**src/rtl/fnd_pkg.sv**
```systemverilog
// Shared definitions for the FND scan controller.
//   - fnd_state_t : scan FSM states (IDLE / BLANK / SHOW)
//   - SEG_OFF     : all segments and dp dark (active-low)
//   - SEG_TABLE   : hex digit -> active-low segment pattern, dp bit off
package fnd_pkg;

    typedef enum logic [1:0] {
        ST_IDLE  = 2'd0,
        ST_BLANK = 2'd1,
        ST_SHOW  = 2'd2
    } fnd_state_t;

    localparam logic [7:0] SEG_OFF = 8'hFF;

    // Common-anode patterns, bit 7 = dp (kept high = off), [6:0] = g..a.
    localparam logic [7:0] SEG_TABLE [0:15] = '{
        8'hC0, 8'hF9, 8'hA4, 8'hB0, 8'h99, 8'h92, 8'h82, 8'hF8,
        8'h80, 8'h90, 8'h88, 8'h83, 8'hC6, 8'hA1, 8'h86, 8'h8E
    };

endpackage

```
**src/rtl/fnd_hex_decoder.sv**
```systemverilog
// Combinational hex-to-7-segment decoder for a common-anode display.
// Ports:
//   i_nibble : hex value to show
//   i_dp     : 1 = light the decimal point
//   i_blank  : 1 = dark all digit segments (dp still follows i_dp)
//   o_seg    : active-low segments, [7]=dp, [6:0]=g..a
module fnd_hex_decoder
    import fnd_pkg::*;
(
    input  logic [3:0] i_nibble,
    input  logic       i_dp,
    input  logic       i_blank,
    output logic [7:0] o_seg
);

    logic [7:0] w_pattern;

    always_comb begin
        w_pattern = SEG_TABLE[i_nibble];
        o_seg[7]   = ~i_dp;
        o_seg[6:0] = i_blank ? 7'h7F : w_pattern[6:0];
    end

endmodule

```
**src/rtl/fnd_scan_ctrl.sv**
```systemverilog
// Time-multiplexed scan controller for a common-anode multi-digit FND.
// Each digit slot is CLK_DIV cycles: DEAD_CYCLES with every digit off
// (suppresses ghosting while the anode driver switches), then the digit.
// The displayed value is sampled into shadow registers only when a frame
// starts, so a frame never mixes old and new digits.
// Ports:
//   i_clk, i_reset    : clock, asynchronous active-high reset
//   i_enable          : display on/off; low aborts immediately
//   i_value           : hex nibbles, nibble k -> digit k (digit 0 rightmost)
//   i_dp              : decimal point per digit, 1 = lit
//   i_blank_lz        : 1 = blank leading zeros
//   o_digit_sel       : active-low digit enables (one-cold or all ones)
//   o_seg             : active-low segments, [7]=dp, [6:0]=g..a
//   o_digit_idx       : current slot index (0 while idle)
//   o_frame_done      : one-cycle pulse after the frame wraps
module fnd_scan_ctrl
    import fnd_pkg::*;
#(
    parameter int DIGITS      = 4,
    parameter int CLK_DIV     = 100000,
    parameter int DEAD_CYCLES = 2
) (
    input  logic                  i_clk,
    input  logic                  i_reset,
    input  logic                  i_enable,
    input  logic [4*DIGITS-1:0]   i_value,
    input  logic [DIGITS-1:0]     i_dp,
    input  logic                  i_blank_lz,
    output logic [DIGITS-1:0]     o_digit_sel,
    output logic [7:0]            o_seg,
    output logic [2:0]            o_digit_idx,
    output logic                  o_frame_done
);

    localparam int CNT_W = (CLK_DIV > 1) ? $clog2(CLK_DIV) : 1;
    localparam logic [CNT_W-1:0] DEAD_LAST = CNT_W'(DEAD_CYCLES - 1);
    localparam logic [CNT_W-1:0] SLOT_LAST = CNT_W'(CLK_DIV - 1);
    localparam logic [2:0]       IDX_LAST  = 3'(DIGITS - 1);

    fnd_state_t            r_state;
    logic [CNT_W-1:0]      r_cnt;
    logic [2:0]            r_idx;
    logic [4*DIGITS-1:0]   r_value;
    logic [DIGITS-1:0]     r_dp;
    logic                  r_lz;
    logic [DIGITS-1:0]     r_digit_sel;
    logic [7:0]            r_seg;
    logic [2:0]            r_digit_idx;
    logic                  r_frame_done;

    fnd_state_t            w_state_nxt;
    logic [CNT_W-1:0]      w_cnt_nxt;
    logic [2:0]            w_idx_nxt;
    logic                  w_latch;
    logic                  w_wrap;

    logic [3:0]            w_nibble;
    logic                  w_dp_bit;
    logic                  w_blank;
    logic [DIGITS:0]       w_zero_from;
    logic [7:0]            w_dec_seg;

    // Next-state logic. The counter runs 0..CLK_DIV-1 across one slot;
    // the BLANK->SHOW boundary sits at DEAD_CYCLES inside that range.
    always_comb begin
        w_state_nxt = r_state;
        w_cnt_nxt   = r_cnt;
        w_idx_nxt   = r_idx;
        w_latch     = 1'b0;
        w_wrap      = 1'b0;
        case (r_state)
            ST_IDLE: begin
                w_state_nxt = ST_BLANK;
                w_cnt_nxt   = '0;
                w_idx_nxt   = 3'd0;
                w_latch     = 1'b1;
            end
            ST_BLANK: begin
                w_cnt_nxt = r_cnt + CNT_W'(1);
                if (r_cnt == DEAD_LAST) begin
                    w_state_nxt = ST_SHOW;
                end
            end
            ST_SHOW: begin
                if (r_cnt == SLOT_LAST) begin
                    w_state_nxt = ST_BLANK;
                    w_cnt_nxt   = '0;
                    if (r_idx == IDX_LAST) begin
                        w_idx_nxt = 3'd0;
                        w_wrap    = 1'b1;
                        w_latch   = 1'b1;
                    end else begin
                        w_idx_nxt = r_idx + 3'd1;
                    end
                end else begin
                    w_cnt_nxt = r_cnt + CNT_W'(1);
                end
            end
            default: begin
                w_state_nxt = ST_IDLE;
                w_cnt_nxt   = '0;
                w_idx_nxt   = 3'd0;
            end
        endcase
        // Disable wins from any state and aborts the slot without a wrap.
        if (!i_enable) begin
            w_state_nxt = ST_IDLE;
            w_cnt_nxt   = '0;
            w_idx_nxt   = 3'd0;
            w_latch     = 1'b0;
            w_wrap      = 1'b0;
        end
    end

    // Digit data for the current index. The index only changes on entry to
    // BLANK, so whenever the next state is SHOW r_idx is already the digit
    // that will be shown.
    always_comb begin
        w_zero_from[DIGITS] = 1'b1;
        for (int k = DIGITS - 1; k >= 0; k--) begin
            w_zero_from[k] = w_zero_from[k+1] && (r_value[4*k +: 4] == 4'h0);
        end
        w_nibble = 4'h0;
        w_dp_bit = 1'b0;
        w_blank  = 1'b0;
        for (int k = 0; k < DIGITS; k++) begin
            if (r_idx == 3'(k)) begin
                w_nibble = r_value[4*k +: 4];
                w_dp_bit = r_dp[k];
                // Digit 0 always shows, even for an all-zero value.
                w_blank  = r_lz && (k != 0) && w_zero_from[k];
            end
        end
    end

    fnd_hex_decoder u_dec (
        .i_nibble (w_nibble),
        .i_dp     (w_dp_bit),
        .i_blank  (w_blank),
        .o_seg    (w_dec_seg)
    );

    always_ff @(posedge i_clk or posedge i_reset) begin
        if (i_reset) begin
            r_state      <= ST_IDLE;
            r_cnt        <= '0;
            r_idx        <= 3'd0;
            r_value      <= '0;
            r_dp         <= '0;
            r_lz         <= 1'b0;
            r_digit_sel  <= '1;
            r_seg        <= SEG_OFF;
            r_digit_idx  <= 3'd0;
            r_frame_done <= 1'b0;
        end else begin
            r_state      <= w_state_nxt;
            r_cnt        <= w_cnt_nxt;
            r_idx        <= w_idx_nxt;
            r_digit_idx  <= w_idx_nxt;
            r_frame_done <= w_wrap;
            if (w_latch) begin
                r_value <= i_value;
                r_dp    <= i_dp;
                r_lz    <= i_blank_lz;
            end
            // Outputs are registered from the next state so they line up
            // with the state register.
            if (w_state_nxt == ST_SHOW) begin
                r_digit_sel <= ~(DIGITS'(1) << w_idx_nxt);
                r_seg       <= w_dec_seg;
            end else begin
                r_digit_sel <= '1;
                r_seg       <= SEG_OFF;
            end
        end
    end

    assign o_digit_sel  = r_digit_sel;
    assign o_seg        = r_seg;
    assign o_digit_idx  = r_digit_idx;
    assign o_frame_done = r_frame_done;

endmodule

```
**config.mk**
```make
export PLATFORM = sky130hd
export DESIGN_NAME = fnd_scan_ctrl
export DESIGN_NICKNAME = d
export VERILOG_FILES = /design/src/rtl/fnd_pkg.sv /design/src/rtl/fnd_hex_decoder.sv /design/src/rtl/fnd_scan_ctrl.sv
export SDC_FILE = /design/constraint.sdc
export NUM_CORES = 1
export LEC_CHECK = 0
export ABC_CLOCK_PERIOD_IN_PS = 5200
export CAP_MARGIN = 10
export CORE_UTILIZATION = 51
export DETAILED_ROUTE_END_ITERATION = 6
export GPL_TIMING_DRIVEN = 0
export PLACE_DENSITY = 0.72
export SLEW_MARGIN = 40
export SYNTH_ARGS = -nofsm -noshare
export SYNTH_HDL_FRONTEND = slang
export SYNTH_SLANG_ARGS = --single-unit
```
**constraint.sdc**
```tcl
create_clock -name i_clk -period 5.2 [get_ports i_clk]
set_input_delay 0.78 -clock i_clk [delete_from_list [all_inputs] [get_ports i_clk]]
set_output_delay 0.78 -clock i_clk [all_outputs]
set_load 0.01 [all_outputs]
```
==> impl_metrics.tcl, run 1 <==
set metrics [dict create \
    cp_slowest_stage_delay_ps 550 \
    cts_made_buffers 5 \
    grt_pass1_vias 2038 \
    cp_max_fo 10 \
    hold_violations 0 \
    post-route-min-period_ps 2920 \
    hold_buffers 0 \
    die_area_um2 6240 \
    n_antenna_cell 0 \
    arrival_ps 3160 \
    start_util 0.539 \
    num-fill-cells 493 \
    synth-seq-area-share 0.468 \
    synthCells 277 \
    ys.flop_type "dfrtp_1" \
    worst_slew_pin_slew_ps 647 \
    fin_setup_tns_ps 0 \
    cts_sinks 56 \
    rr_endpoint "o_seg[3]" \
    critPathKind "reg2reg" \
    slowest_stage "a32oi_1" \
    maxSlewViolCount 0 \
    p_per_area_nw_per_um2 241 \
    setup_viol 0 \
    grt_max_degree 39 \
    antenna_found_initial 0 \
    max_cap_violations 0 \
    post_cts.repair.setup_buffers 0 \
    cts.path.max_buffers 2 \
    synth_warnings 0 \
    die_y_um 79.0 \
    r2r.worst_path.cells 10 \
    pin_count 40 \
    slew_headroom 0.569 \
    area_growth_pct 19.3 \
    cp.required_ps 5440 \
    hpwl_um 4310 \
    drive_above_1_share 0.154 \
    synth.area.top_cells "dfrtp_1 36%, dfstp_2 10%, mux2_4 9.9%, ha_1 7.0%, nor2_1 3.8%" \
    max_clock_freq_mhz 342 \
    synth-seq-cells 56 \
    rrSetupSlack_ps 2280 \
    finalCritPeriodShare 0.562 \
    drt_iter0_drc 80 \
    clock_skew_ps 10.7 \
    layout_commonest_cell "dfrtp_1" \
    core_area_um2 5610 \
    place_congestion 0.832 \
    end_kind "register" \
    wirelength_um 5830 \
    final_cell_mix "44 x dfrtp_1, 39 x clkdlybuf4s50_1, 31 x nor2_1" \
    route.detailed.drc 0 \
    via_per_inst 5.53 \
    root_buffer "clkbuf_8" \
    synth.cell_area_um2 3030 \
    rsz0062_at_grt "false" \
    portBuffers 39 \
    leakagePower_nw 1.53 \
    grt_pass1_wl_um 9810 \
    worstSetupStartpointType "register" \
    synth.avg_cell_area_um2 10.9 \
    async_reset_ff_frac 1.00 \
    syn_nets 318 \
    status "finished, final reports clean" \
    holdPathEnd "r_value[3]" \
    floorplan.rows 27 \
    nets 365 \
    peakVddDrop_uv 139 \
    synth_edf_count 0 \
    overflow 0 \
    die_width_um 79.0 \
    synthDistinctLibCells 45 \
    drtPass1Iterations 4 \
    synth_top_area_frac 0.364 \
    r2r-start "o_digit_idx[0]" \
    whs_ps 524 \
    h-tree-depth 2 \
    synth_top_area_cell "dfrtp_1" \
    clkTransAtPathRegs_ps 100 \
    min_path_cells 1 \
    cts_tree "done" \
    worstPathCellList "inv_1 > ha_1 > clkbuf_1 > a221o_1 > a32oi_1 > inv_1 > ha_1 > nor2b_1 > a211oi_1 > o21ai_0" \
    hp-start "r_value[3]" \
    clock_latency_ps 310 \
    cts_resized 0 \
    routedWlPerCell_um 14.7 \
    grt_use_total 0.204 \
    hold_path.class "reg2reg" \
    drtAntennaViolNets 0 \
    vias 2196 \
]
-- layer usage --
metal	global-route usage	wire length, um
met5	0	0
met4	0.0436	43
met3	0.0379	206
met2	0.327	2660
met1	0.289	2910
-- Yosys cell counts (6+ instances only) --
library cell / instances
dfrtp_1: 44
mux2_4: 20
a21oi_1: 8
ha_1: 17
nor2b_1: 7
xnor2_1: 6
nand4_1: 7
xor2_1: 9
nor2_1: 31
nand2_1: 14
clkbuf_1: 7
o21ai_0: 7
inv_1: 12
nand3_1: 10
dfstp_2: 12
-- sequential cells by signal, indices dropped and copies added (netlist names) --
name / flops
r_state: 2
o_digit_sel: 4
r_value: 16
r_cnt: 17
r_dp: 4
o_seg: 8
r_lz: 1
o_frame_done: 1
o_digit_idx: 3
-- layout make-up --
type	count	area [um^2]	share of cell area
Multi-Input combinational cell	199	1510	0.418
Sequential cell	56	1420	0.392
Timing Repair Buffer	40	410	0.114
Tap cell	72	90.1	0.0250
Clock buffer	7	76.3	0.0211
Buffer	10	53.8	0.0149
Inverter	12	47.5	0.0132
Clock inverter	1	5.00	0.00139
-- critical path: cells and delay by family (launching register included) --
kind            cells  cell delay, ps
compound gates      4            1190
fa+ha+maj           2             500
buf+inv             3             520
flops               1             480
simple gates        1             140
-- worst max path at each step --
stage                             to  cells past startpoint            from  slack, ps
after floorplan             o_seg[3]                     10  o_digit_idx[0]       2650
after global routing        o_seg[3]                     10  o_digit_idx[1]       1990
final                       o_seg[3]                     10  o_digit_idx[0]       2280
after detailed placement    o_seg[3]                     10  o_digit_idx[0]       2300
after CTS                   o_seg[3]                     10  o_digit_idx[1]       2280
after global placement    r_value[6]                      2         i_reset       2100
-- cells by family (layout without fill, tap and decap cells) --
group | after synthesis | in the layout | synth area share
mux | 24 | 24 | 0.113
simple gates | 105 | 105 | 0.183
compound gates | 38 | 38 | 0.0898
xor+xnor | 15 | 15 | 0.0434
flops | 56 | 56 | 0.468
buf+inv | 22 | 70 | 0.0327
fa+ha+maj | 17 | 17 | 0.0703
-- metrics by stage --
step                      power, mW  cells  worst slack (ps)   util  instance area [um^2]
final                         0.872    397              2280  0.644                  3610
after global routing          0.915    397              1990  0.644                  3610
after CTS                     0.880    397              2280  0.644                  3610
after detailed placement      0.649    389              2300  0.629                  3530
after global placement        0.643    388              2100  0.625                  3510
after floorplan               0.600    277              2650      -                  3030
-- power by group --
group,total (mW),switching (mW),internal (mW),leakage (nW)
logic,0.157,0.0701,0.0866,0.795
clock network,0.230,0.135,0.0950,0.0422
registers,0.484,0.0218,0.463,0.692
total,0.872,0.227,0.644,1.53
(Power assumes the default switching activity.)
==> run 2: changes to the inputs <==
--- a/config.mk
+++ b/config.mk
@@ -5,12 +5,12 @@
 export SDC_FILE = /design/constraint.sdc
 export NUM_CORES = 1
 export LEC_CHECK = 0
-export ABC_CLOCK_PERIOD_IN_PS = 5200
+export ABC_CLOCK_PERIOD_IN_PS = 2360
 export CAP_MARGIN = 10
-export CORE_UTILIZATION = 51
+export CORE_UTILIZATION = 50
 export DETAILED_ROUTE_END_ITERATION = 6
 export GPL_TIMING_DRIVEN = 0
-export PLACE_DENSITY = 0.72
+export PLACE_DENSITY = 0.73
 export SLEW_MARGIN = 40
 export SYNTH_ARGS = -nofsm -noshare
 export SYNTH_HDL_FRONTEND = slang
==> constraint.sdc (replaced) <==
create_clock -name i_clk -period 2.36 [get_ports i_clk]
set_input_delay 0.354 -clock i_clk [delete_from_list [all_inputs] [get_ports i_clk]]
set_output_delay 0.354 -clock i_clk [all_outputs]
set_load 0.01 [all_outputs]
==> run 2 against run 1 <==
- final cell count rose by 3.0%
- global-route usage rose by 1.4 points
- maximum frequency rose by 24%
- hold slack got worse by 180 ps
- utilization rose by 5.2 points
- register-to-register slack got worse by 2300 ps
- critical path depth fell by 4
- first-iteration DRC count rose by 80%
- count of clock-buffer cells in the layout fell by 1
- clock power rose to 2.7 times the previous value
- critical endpoint is now r_value[14]
- highest routed layer unchanged
==> impl_metrics.tcl, run 2 (same netlist as run 1, synthesis figures left out) <==
set metrics [dict create \
    floorplan.rows 27 \
    max_cap_violations 0 \
    intPower_mw 1.58 \
    drtAntennaViolNets 0 \
    cts_sinks 56 \
    wirelength_um 6480 \
    drtPass1Iterations 4 \
    p_clk_frac 0.292 \
    start_util 0.533 \
    hold_path.class "in2async" \
    clkTransAtPathRegs_ps 100 \
    leakagePower_nw 1.66 \
    grt_pass1_wl_um 10500 \
    top_register "r_cnt" \
    cts_made_buffers 5 \
    largest_reg_flops 17 \
    peakVddDrop_uv 328 \
    drive_above_1_share 0.285 \
    route.detailed.drc 0 \
    overflow 0 \
    antenna_found_initial 0 \
    cp_max_fo 10 \
    power_mw 2.12 \
    slew_headroom 0.730 \
    grt_max_degree 36 \
    root_buffer "clkbuf_8" \
    worst_slew_pin_slew_ps 402 \
    grt_pass1_vias 2106 \
    p_per_area_nw_per_um2 538 \
    drt_iter0_drc 144 \
    clock_latency_ps 310 \
    n_antenna_cell 0 \
    die_area_um2 6370 \
    rsz0062_at_grt "true" \
    finalCritPeriodShare 0.996 \
    seqPwrFrac 0.504 \
    end_kind "register" \
    swShare 0.258 \
    nets 377 \
    hold_violations 0 \
    pin_count 40 \
    cts_tree "done" \
    cp.required_ps 2560 \
    setup_viol 0 \
    routedWlPerCell_um 15.8 \
    cts.path.max_buffers 2 \
    critPathKind "reg2reg" \
    portBuffers 39 \
    clock_skew_ps 7.49 \
    pre_cts_ws_ps -362 \
    place_congestion 0.865 \
    core_area_um2 5680 \
    die_width_um 79.8 \
    maxSlewViolCount 0 \
    vias 2301 \
    hpwl_um 4450 \
    max_clock_freq_mhz 425 \
    status "finished, final reports clean" \
    via_per_inst 5.63 \
    worst_slack_ps 8.89 \
    die_y_um 79.8 \
    combPwrFrac 0.203 \
    layout_commonest_cell "dfrtp_1" \
    p_switching_mw 0.548 \
    post-route-min-period_ps 2350 \
    crit_start "r_cnt[11]" \
    worstSetupStartpointType "register" \
    h-tree-depth 2 \
    area_growth_pct 30.4 \
    r2r-start "r_cnt[11]" \
    grt_use_total 0.218 \
    final_cell_mix "42 x dfrtp_1, 39 x clkdlybuf4s50_1, 29 x nor2_1" \
    arrival_ps 2550 \
]
[run 2: timing repair]
action	CTS	global route
resized for setup	18	35
setup endpoints to repair	37	42
gates cloned	1	0
hold buffers	0	0
pin swaps	4	11
setup buffers	7	6
hold endpoints to repair	0	0
[run 2: worst paths after layout]
kind / end / slack, ps / depth (start not counted)
max: r_value[14] / 9 / 6
min: o_digit_idx[0] / 340 / 2
max reg2reg: r_value[14] / 9 / 6
min reg2reg: r_cnt[0] / 510 / 1
max in group asynchronous: o_seg[1] / 1490 / 3
min in group i_clk: r_cnt[0] / 510 / 1
[run 2: power groups by stage]
stage	clock, mW	combinational, mW	sequential, mW
2_1_floorplan	0	0.262	1.07
3_3_place_gp	0	0.342	1.08
3_5_place_dp	0	0.354	1.09
4_1_cts	0.638	0.378	1.07
5_1_grt	0.683	0.472	1.08
6_report	0.621	0.431	1.07
[run 2: area by class of cell]
class | count | area (um^2)
Timing Repair Buffer | 54 | 523
Buffer | 8 | 62.6
Inverter | 12 | 50.0
Clock inverter | 2 | 35.0
Multi-Input combinational cell | 199 | 1690
Clock buffer | 6 | 72.6
Tap cell | 72 | 90.1
Fill cell | 436 | 1730
Sequential cell | 56 | 1420
[run 2: critical path: stages, from the launching register on]
cell and delay [ps]:
dfrtp_1 400, or4_4 580, or4_4 470, nor3_4 190, o21ai_4 120, buf_12 180, mux2_4 300
[run 2: metrics by stage]
step / hold WS [ps] / cell area (um^2) / instances / utilization / setup TNS [ps]
after floorplan: 480 / 3050 / 277 / - / 0
final: 341 / 3950 / 409 / 0.695 / 0
after global placement: 498 / 3530 / 388 / 0.622 / -20090
after detailed placement: 497 / 3550 / 389 / 0.626 / -5500
after CTS: 359 / 3790 / 405 / 0.667 / 0
after global routing: 363 / 3950 / 409 / 0.695 / -1250
[run 2: layer usage]
metal  wire length (um)  part of all wire  global-route usage  up-vias
li1                   -                 -                   -     1101
met1               3090              0.48               0.324     1137
met2               3040              0.47               0.320       50
met3                229             0.035              0.0411       13
met4                119             0.018              0.0661        0
met5                  0                 0                   0        -
==> run 3: changes to the inputs <==
--- a/config.mk
+++ b/config.mk
@@ -5,12 +5,12 @@
 export SDC_FILE = /design/constraint.sdc
 export NUM_CORES = 1
 export LEC_CHECK = 0
-export ABC_CLOCK_PERIOD_IN_PS = 2360
+export ABC_CLOCK_PERIOD_IN_PS = 2650
 export CAP_MARGIN = 10
-export CORE_UTILIZATION = 50
+export CORE_UTILIZATION = 51
 export DETAILED_ROUTE_END_ITERATION = 6
 export GPL_TIMING_DRIVEN = 0
-export PLACE_DENSITY = 0.73
+export PLACE_DENSITY = 0.72
 export SLEW_MARGIN = 40
 export SYNTH_ARGS = -nofsm -noshare
 export SYNTH_HDL_FRONTEND = slang
==> constraint.sdc (replaced) <==
create_clock -name i_clk -period 2.65 [get_ports i_clk]
set_input_delay 0.3975 -clock i_clk [delete_from_list [all_inputs] [get_ports i_clk]]
set_output_delay 0.3975 -clock i_clk [all_outputs]
set_load 0.01 [all_outputs]
==> run 3 against run 2 <==
- hold slack better by 29 ps
- final cell count is 2.4% lower
- register-to-register slack improved by 150 ps
- largest cell class unchanged
- first-iteration DRC count is 28% lower
- clock power is 27% lower
- combinational power fell by 24%
- wire length down 8.6%
- sequential share of layout area up 2.6 points
- clock skew is 2.4 ps higher
- global-route usage down 1.2 points
- setup slack better by 150 ps
==> impl_metrics.tcl, run 3 (same netlist as run 1, synthesis figures left out) <==
set metrics [dict create \
    peakVddDrop_uv 273 \
    cts_sinks 56 \
    pre_cts_ws_ps -248 \
    clock_skew_ps 9.89 \
    grt_use_total 0.206 \
    nets 367 \
    die_area_um2 6240 \
    largest_reg_flops 17 \
    drtPass1Iterations 4 \
    clock_latency_ps 310 \
    antenna_found_initial 0 \
    max_clock_freq_mhz 401 \
    max_cap_violations 0 \
    worstSetupStartpointType "register" \
    hpwl_um 4310 \
    layout_commonest_cell "dfrtp_1" \
    place_area_um2 3530 \
    leakagePower_nw 1.55 \
    wirelength_um 5920 \
    cts_tree "done" \
    post-route-min-period_ps 2490 \
    routedWlPerCell_um 14.8 \
    cp_slowest_stage_delay_ps 440 \
    hold_violations 0 \
    drt_iter0_drc 104 \
    worst_slack_ps 156 \
    core_area_um2 5610 \
    final_cell_mix "42 x dfrtp_1, 39 x clkdlybuf4s50_1, 31 x nor2_1" \
    place_congestion 0.832 \
    vias 2219 \
    overflow 0 \
    h-tree-depth 2 \
    final_area_um2 3680 \
    finalCritPeriodShare 0.941 \
    whs_ps 369 \
    rsz0062_at_grt "false" \
    die_y_um 79.0 \
    top_register "r_cnt" \
    slowest_stage "dfrtp_2" \
    worstPathCellList "inv_1 > ha_1 > nor2b_1 > a221o_1 > a32oi_4 > inv_1 > ha_1 > nor2b_1 > a211oi_1 > o21ai_0" \
    arrival_ps 2730 \
    grt_max_degree 39 \
    cts.path.max_buffers 2 \
    via_per_inst 5.56 \
    die_width_um 79.0 \
    drive_above_1_share 0.190 \
    area_growth_pct 21.7 \
    root_buffer "clkbuf_8" \
    drtAntennaViolNets 0 \
    status "finished, final reports clean" \
    grt_pass1_wl_um 9890 \
    critPathKind "reg2reg" \
    num-fill-cells 479 \
    grt_pass1_vias 2048 \
    route.detailed.drc 0 \
    portBuffers 39 \
    cp.required_ps 2890 \
    hold_path.class "in2async" \
    cts_made_buffers 5 \
    cp_max_fo 6 \
    pin_count 40 \
    slew_headroom 0.680 \
    floorplan.rows 27 \
    setup_viol 0 \
    start_util 0.539 \
    post-route-util 0.657 \
    p_per_area_nw_per_um2 471 \
    maxSlewViolCount 0 \
    end_kind "register" \
    n_antenna_cell 0 \
    worst_slew_pin_slew_ps 476 \
    clkTransAtPathRegs_ps 100 \
]
run 3: worst paths after layout:
kind / startpoint / end / slack (ps) / depth (start not counted)
worst min register to register: r_value[3] / r_value[3] / 530 / 1
worst min-delay path: i_reset / r_value[15] / 370 / 2
worst max register to register: o_digit_idx[0] / o_seg[3] / 160 / 10
worst max-delay path: o_digit_idx[0] / o_seg[3] / 160 / 10
max in group asynchronous: i_reset / o_seg[7] / 1760 / 3
min in group i_clk: r_value[3] / r_value[3] / 530 / 1
run 3: per-stage QoR:
stage / TNS, ps / power [mW] / std cells
after floorplan: 0 / 1.18 / 277
after global placement: -3370 / 1.26 / 388
after detailed placement: -664 / 1.27 / 389
after CTS: 0 / 1.74 / 397
after global routing: 0 / 1.82 / 399
final: 0 / 1.73 / 399
run 3: repair_timing:
| item | in CTS | in global routing |
|---|---|---|
| buffers inserted | 0 | 2 |
| setup endpoints to repair | 6 | 37 |
| gates cloned | 0 | 0 |
| hold buffers | 0 | 0 |
| pin swaps | 0 | 1 |
| resized for setup | 4 | 10 |
run 3: power breakdown:
group | internal [mW] | switching (mW) | total (mW)
Clock | 0.186 | 0.267 | 0.454
Combinational | 0.185 | 0.143 | 0.328
Sequential | 0.908 | 0.0445 | 0.952
run 3: worst max-delay path, delay by kind of cell (launching register included):
kind                       cells  cell delay, ps
buffers and inverters          2             210
and+or+nand+nor                2             320
adders and majority gates      2             470
AOI/OAI and AO/OA              4             970
DFF                            1             440
run 3: cell type report:
cell class | instances | area (um^2) | share of cell area
Multi-Input combinational cell | 199 | 1560 | 0.424
Sequential cell | 56 | 1420 | 0.385
Clock inverter | 1 | 5.00 | 0.00136
Inverter | 12 | 47.5 | 0.0129
Clock buffer | 7 | 76.3 | 0.0207
Timing Repair Buffer | 42 | 425 | 0.116
Buffer | 10 | 56.3 | 0.0153
Tap cell | 72 | 90.1 | 0.0245
run 3: metal layers:
layer  share of wire  vias up  GRT usage
met2            0.46       50      0.328
li1                -     1084          -
met1            0.50     1080      0.292
met4           0.011        0     0.0436
met3           0.035        5     0.0379
met5               0        -          0
